==> config.mk <==
export PLATFORM = sky130hd
export DESIGN_NAME = carry_select_adder
export DESIGN_NICKNAME = d
export VERILOG_FILES = /design/src/rtl/csa_pkg.sv /design/src/rtl/csa_rca_block.sv /design/src/rtl/carry_select_adder.sv
export SDC_FILE = /design/constraint.sdc
export NUM_CORES = 1
export LEC_CHECK = 0
export BUFFER_PORTS_ARGS = -buffer_cell sky130_fd_sc_hd__clkbuf_2
export CAP_MARGIN = 10
export CELL_PAD_IN_SITES_DETAIL_PLACEMENT = 1
export CELL_PAD_IN_SITES_GLOBAL_PLACEMENT = 1
export CORE_UTILIZATION = 26
export CTS_BUF_LIST = sky130_fd_sc_hd__clkbuf_4 sky130_fd_sc_hd__clkbuf_8
export CTS_CLUSTER_DIAMETER = 40
export DETAILED_ROUTE_END_ITERATION = 10
export PLACE_DENSITY_LB_ADDON = 0.1
export SLEW_MARGIN = 10
export SYNTH_ARGS = -nofsm -noshare
export SYNTH_HDL_FRONTEND = slang
export SYNTH_SLANG_ARGS = --single-unit
==> constraint.sdc <==
create_clock -name clk -period 1.7 [get_ports clk]
set_input_delay 0.17 -clock clk [delete_from_list [all_inputs] [get_ports clk]]
set_output_delay 0.17 -clock clk [all_outputs]
set_load 0.05 [all_outputs]
==> src/rtl/csa_pkg.sv <==
// Shared definitions for the carry-select adder.
//   CSA_WIDTH / CSA_BLOCK : default operand width and slice width
//   num_blocks()          : number of carry-select slices for a given width/slice size
//   csa_result_t          : packed {cout, sum} result at the default width
package csa_pkg;

  localparam int unsigned CSA_WIDTH = 4;
  localparam int unsigned CSA_BLOCK = 2;

  function automatic int unsigned num_blocks(input int unsigned width, input int unsigned block);
    return width / block;
  endfunction

  typedef struct packed {
    logic                 cout;
    logic [CSA_WIDTH-1:0] sum;
  } csa_result_t;

endpackage

==> src/rtl/csa_rca_block.sv <==
// BLOCK-bit ripple-carry adder slice.
//   a, b : slice operands
//   ci   : carry in
//   s    : slice sum
//   co   : carry out
module csa_rca_block
  import csa_pkg::*;
#(
  parameter int unsigned BLOCK = CSA_BLOCK
) (
  input  logic [BLOCK-1:0] a,
  input  logic [BLOCK-1:0] b,
  input  logic             ci,
  output logic [BLOCK-1:0] s,
  output logic             co
);

  logic [BLOCK:0] c;

  always_comb begin
    c    = '0;
    s    = '0;
    c[0] = ci;
    for (int unsigned i = 0; i < BLOCK; i++) begin
      s[i]   = a[i] ^ b[i] ^ c[i];
      c[i+1] = (a[i] & b[i]) | (c[i] & (a[i] ^ b[i]));
    end
    co = c[BLOCK];
  end

endmodule

==> src/rtl/carry_select_adder.sv <==
// Carry-select adder with a registered result: {cout, sum} = a + b + cin, one cycle latency.
// Slice 0 ripples from cin; each higher slice precomputes both carry-in cases and selects on
// the real carry from the slice below.
//   clk, rst_n : clock, asynchronous active-low reset
//   in_valid   : operands valid this cycle
//   a, b, cin  : unsigned operands and carry in
//   out_valid  : registered result strobe
//   sum, cout  : registered result (held while in_valid is low)
//   ovf        : registered signed overflow, present only when CSA_OVF_EN is defined
module carry_select_adder
  import csa_pkg::*;
#(
  parameter int unsigned WIDTH = CSA_WIDTH,
  parameter int unsigned BLOCK = CSA_BLOCK
) (
  input  logic             clk,
  input  logic             rst_n,
  input  logic             in_valid,
  input  logic [WIDTH-1:0] a,
  input  logic [WIDTH-1:0] b,
  input  logic             cin,
  output logic             out_valid,
  output logic [WIDTH-1:0] sum,
  output logic             cout
`ifdef CSA_OVF_EN
  ,
  output logic             ovf
`endif
);

  localparam int unsigned BlockSafe = (BLOCK == 0) ? 1 : BLOCK;
  localparam int unsigned NumBlocks = num_blocks(WIDTH, BlockSafe);

  if (WIDTH < 2 || BLOCK == 0 || (WIDTH % BlockSafe) != 0) begin : g_param_check
    $error("carry_select_adder: WIDTH must be >= 2 and a multiple of BLOCK");
  end

  // Unpacked so each slice carry is a distinct net in the select chain.
  logic             carry [NumBlocks+1];
  logic [WIDTH-1:0] sum_d;

  assign carry[0] = cin;

  for (genvar k = 0; k < NumBlocks; k++) begin : g_slice
    if (k == 0) begin : g_ripple
      logic co;
      csa_rca_block #(
        .BLOCK(BLOCK)
      ) u_rca (
        .a (a[BLOCK-1:0]),
        .b (b[BLOCK-1:0]),
        .ci(carry[0]),
        .s (sum_d[BLOCK-1:0]),
        .co(co)
      );
      assign carry[1] = co;
    end else begin : g_select
      logic [BLOCK-1:0] s0;
      logic [BLOCK-1:0] s1;
      logic             co0;
      logic             co1;

      csa_rca_block #(
        .BLOCK(BLOCK)
      ) u_rca0 (
        .a (a[k*BLOCK +: BLOCK]),
        .b (b[k*BLOCK +: BLOCK]),
        .ci(1'b0),
        .s (s0),
        .co(co0)
      );

      csa_rca_block #(
        .BLOCK(BLOCK)
      ) u_rca1 (
        .a (a[k*BLOCK +: BLOCK]),
        .b (b[k*BLOCK +: BLOCK]),
        .ci(1'b1),
        .s (s1),
        .co(co1)
      );

      assign sum_d[k*BLOCK +: BLOCK] = carry[k] ? s1 : s0;
      assign carry[k+1]              = carry[k] ? co1 : co0;
    end
  end

  logic [WIDTH-1:0] sum_q;
  logic             cout_q;
  logic             valid_q;

  always_ff @(posedge clk or negedge rst_n) begin
    if (!rst_n) begin
      sum_q   <= '0;
      cout_q  <= 1'b0;
      valid_q <= 1'b0;
    end else begin
      valid_q <= in_valid;
      if (in_valid) begin
        sum_q  <= sum_d;
        cout_q <= carry[NumBlocks];
      end
    end
  end

  assign out_valid = valid_q;
  assign sum       = sum_q;
  assign cout      = cout_q;

`ifdef CSA_OVF_EN
  logic ovf_d;
  logic ovf_q;

  // Same-sign operands producing an opposite-sign result overflow the signed range.
  assign ovf_d = (a[WIDTH-1] == b[WIDTH-1]) && (sum_d[WIDTH-1] != a[WIDTH-1]);

  always_ff @(posedge clk or negedge rst_n) begin
    if (!rst_n) begin
      ovf_q <= 1'b0;
    end else if (in_valid) begin
      ovf_q <= ovf_d;
    end
  end

  assign ovf = ovf_q;
`endif

endmodule

### Word-level counts from Yosys, hierarchy flattened

Index checks and enable logic that the tools add are counted.

| storage, ports and cells | value |
|---|---|
| flip-flop bits (word level) | 6 |

| operators by class | value |
|---|---|
| multiplexer cells | 2 |
| bitwise gates (word level) | 22 |

Operator list:

| kind | count |
|---|---|
| 1-bit bitwise AND | 8 |
| 1-bit bitwise XOR | 8 |
| 1-bit bitwise OR | 5 |
| 2-bit two-way mux | 1 |
| 1-bit two-way mux | 1 |
| 1-bit NOT | 1 |

### Depth between registers and ports, before layout

| logic depth | value |
|---|---|
| word-level depth | 6 |
| depth in mapped cells | 8 |

### Hierarchy

Synthesis repeated with hierarchy kept, for this count alone.

| unflattened totals | value |
|---|---|
| cell total of the unflattened synthesis | 50 |
| area, all modules | 465.4 µm² |

Modules (own cells, without submodules):

| module | times used | cells an instance | area an instance (µm²) | sequential area each (µm²) |
|---|---|---|---|---|
| carry_select_adder | 1 | 20 | 255.2 | 150.1 |
| csa_rca_block | 3 | 10 | 70.1 | 0.0 |

### Worst setup path after synthesis

OpenSTA, ideal clock, no wires.

| timing | value |
|---|---|
| path kind | input to register |
| from | input a[0] |
| to | register sum_q[3] (netlist: sum[3]) |
| data arrival time | 1584 ps |
| required time | 1623 ps |
| slack | 38 ps |
| stages on the path | 7 |
| buffers on the path | 0 |
| cell sequence | inv_1 fa_1 inv_1 fa_1 o21ai_0 fa_1 a21oi_1 |

| between the ends | value |
|---|---|
| word-level cells in the longest chain between the ends | 6 |
| elaborated cells between the ends (all ways) | 7 |
| those cells by class | mux: 1; bitwise: 6 |

RTL lines:

| element | line | text |
|---|---|---|
| from (decl) | carry_select_adder.sv:19 | `input logic [WIDTH-1:0] a,` |
| 1-bit bitwise XOR | csa_rca_block.sv:26 | `c[i+1] = (a[i] & b[i]) \| (c[i] & (a[i] ^ b[i]));` |
| 1-bit bitwise AND | csa_rca_block.sv:26 |  |
| 1-bit bitwise OR (*) | csa_rca_block.sv:26 |  |
| 1-bit bitwise AND (*) | csa_rca_block.sv:26 |  |
| 1-bit bitwise OR (*) | csa_rca_block.sv:26 |  |
| 2-bit two-way mux (*) | carry_select_adder.sv:83 | `assign sum_d[k*BLOCK +: BLOCK] = carry[k] ? s1 : s0;` |
| to (signal assigned) | carry_select_adder.sv:100 | `sum_q <= sum_d;` |
| to (decl) | carry_select_adder.sv:88 | `logic [WIDTH-1:0] sum_q;` |

Every way passes the cells marked *; elsewhere a longest branch is shown, timed or not.
A chain may end at the register's enable or synchronous reset.

### Worst setup path after layout

Same ends and word-level chain as after synthesis.

==> summary.txt <==
Power and ir drop
  • Pleak: 0.284 nW
  • Maximum VDD drop: 0.320 mV
  • Pwr Density: 1010 nW/um^2
  • Total power: 496 uW
  • Sequential share of power: 0.364
  • Sw Share: 0.381
  • Sw power: 189 uW
  • Int Pwr: 307 uW
  • Power share of the clock group: 0.244
  • Comb power frac: 0.392

Clock tree
  • H-tree depth reported by CTS: 1
  • Worst-skew pair later-pin latency: 230 ps
  • Reg clk slew, reported paths: 40 ps
  • # Post-CTS Setup Buffers: 0
  • TritonCTS clock tree: yes
  • Root Driver: clkbuf_4
  • CTS buffer count: 3
  • CTS sink count: 6
  • Clk buf depth: 2

Global routing
  • Initial antenna violation count: 0
  • First-pass GRT wire length: 1.20 mm
  • Total track usage: 0.133
  • Maximum number of pins on one net before global-route repair: 9
  • Grt total ovfl: 0
  • Vias in the first global route: 316

Worst setup path
  • R2r worst-path depth: 1
  • Critical Path End Type: flip-flop
  • Worst flop-to-flop path startpoint: sum[1]
  • Required time worst endpoint: 1860 ps
  • Arrival time at the worst endpoint: 1760 ps
  • Startpoint Class: primary input
  • Critical path class: primary input to flip-flop
  • R2r setup slk: 940 ps
  • Crit path max fanout: 3
  • Worst r2r dst: sum[1]

Timing
  • Final Hold Viols: 0
  • # setup viols final: 0
  • Least-Margin Pin Slew: 280 ps
  • Worst slew margin: 0.814
  • Final Critical Period: 1600 ps
  • Max Fclk: 626 MHz
  • RSZ-0062 raised after global routing: false
  • Period utilization: 0.940
  • Count of final max-slew check failures: 0
  • Clock Skews: 0 ps

Route
  • DR WL/cell: 10.3 um
  • Drt drc: 0
  • Antenna-violating nets left: 0
  • Vias: 271
  • DRT Pass-1 Iters: 2
  • Initial drt markers: 2
  • Drt total wl: 690 um
  • Vias per inst: 4.04

Placement
  • Dpl cells: 63
  • RD Place Congestion: 0.609
  • Final HPWL DP: 623 um
  • PortBufs: 17

Worst hold path
  • Worst Hold Class: primary input to flip-flop
  • Hold Path Depth: 1
  • Hold path start: in_valid
  • Worst hold endpoint: out_valid

Synthesis
  • Synth area leaders: dfrtp_1 42%, fa_1 17%, inv_1 11%
  • Synth area leader: dfrtp_1
  • Sequential-to-total area share from yosys stat: 0.424
  • Synth Warn #: 0
  • FF+latch count, synth: 6
  • Synth top area share: 0.424
  • Cells after synthesis: 32
  • Cell Area, Synth: 354 um^2
  • Mapped Nets: 49
  • Yosys cell types: 12
  • Avg Inst Size Synth: 11.1 um^2

Cells and area
  • Layout cell share with drive strength beyond 1: 0.453
  • Nets: 72
  • Fin cells: 67
  • Fill cells: 146
  • Area grow syn2layout: 38.9%
  • Diode count: 0

Flow run
  • Max_cap viols: 0

Die
  • Die area: 1510 um^2
  • Core Box Area: 1190 um^2
  • Die width: 38.9 um
  • Starting density of the core: 0.299
  • Cell Rows: 12
  • # IOs: 18
  • Die Span Y: 38.9 um

Status
  • Status: finished, final reports clean
cells by family after synthesis:
group | after synthesis | share of synthesized area
multiplexers | 3 | 0.0989
flip-flops | 6 | 0.424
AND/OR/NAND/NOR | 3 | 0.0318
buffers and inverters | 11 | 0.138
XOR/XNOR | 1 | 0.0247
AO/OA/AOI/OAI | 3 | 0.0424
adder cells (fa/ha/maj) | 5 | 0.240
final cells by class:
| type | count | area [um^2] | share of cell area |
|---|---|---|---|
| clock buffers | 3 | 22.5 | 0.0458 |
| flip-flops and latches | 6 | 150 | 0.305 |
| well taps | 14 | 17.5 | 0.0356 |
| multi-input cells | 15 | 161 | 0.328 |
| repair buffers | 19 | 103 | 0.209 |
| inverters | 10 | 37.5 | 0.0763 |
metal layers:
layer  GRT usage  part of all wire  routed length, um  vias up
li1            -                 -                  -      135
met1       0.101              0.34                238      122
met2       0.242              0.57                394       12
met3      0.0173             0.046                 32        2
met4       0.181             0.036                 25        0
met5           0                 0                  0        -
registers in the layout (all words and copies together) (netlist names):
name,flops
sum,4
cout,1
out_valid,1
through the flow:
step                area, um^2  worst slack [ps]  hold WS [ps]  setup TNS [ps]  utilization
floorplan                  354              38.3          -126               0            -
finish                     492               102           185               0        0.415
global route               492              9.80           182               0        0.415
CTS                        485              20.2           169               0        0.409
global placement           453              -121         -4.86            -121        0.382
detailed placement         453              -231          1.91            -283        0.382
power by group through the flow:
stage / sequential (mW) / clock (mW) / combinational, mW
after floorplan: 0.266 / 0 / 0.0513
after global placement: 0.180 / 0 / 0.185
after detailed placement: 0.182 / 0 / 0.191
after CTS: 0.181 / 0.129 / 0.193
after global routing: 0.184 / 0.142 / 0.212
final: 0.180 / 0.121 / 0.195
worst max path at each step:
stage          start     end  slack (ps)  depth (start not counted)
2_1_floorplan   a[0]  sum[3]          40                          7
3_3_place_gp    a[0]  sum[3]        -120                          8
3_5_place_dp    a[0]  sum[3]        -230                          8
4_1_cts         a[0]  sum[3]          20                          8
5_1_grt         a[0]  sum[3]          10                          9
6_report        a[0]  sum[3]         100                          9
Yosys cell counts (all sizes together):
cell	n
inv	10
dfrtp	6
fa	3
a21oi	2
ha	2
mux2i	2
nor2	2
buf	1
mux2	1
nand2	1
o21ai	1
xnor2	1
cell usage in the layout, fill, tap and decap left out:
cell type,instances
o21ai_1,1
a21oi_2,1
clkbuf_4,3
nor2_1,2
fa_2,1
nand2_1,1
a21oi_1,1
mux2i_1,2
inv_1,10
ha_1,2
clkbuf_2,17
fa_1,2
xnor2_1,1
dlygate4sd3_1,1
dfrtp_1,6
buf_4,1
mux2_4,1
worst max-delay path: stages:
cell and delay [ps]:
clkbuf_2 80, inv_1 50, fa_1 400, inv_1 80, fa_2 210, nand2_1 60, o21ai_1 110, fa_1 450
a21oi_2 160
timing repair:
action | in CTS | in global routing
setup endpoints to repair | 0 | 1
endpoints found under the hold margin | 6 | 0
resized for setup | 0 | 3
hold buffers | 1 | 0
(Power assumes the default switching activity.)
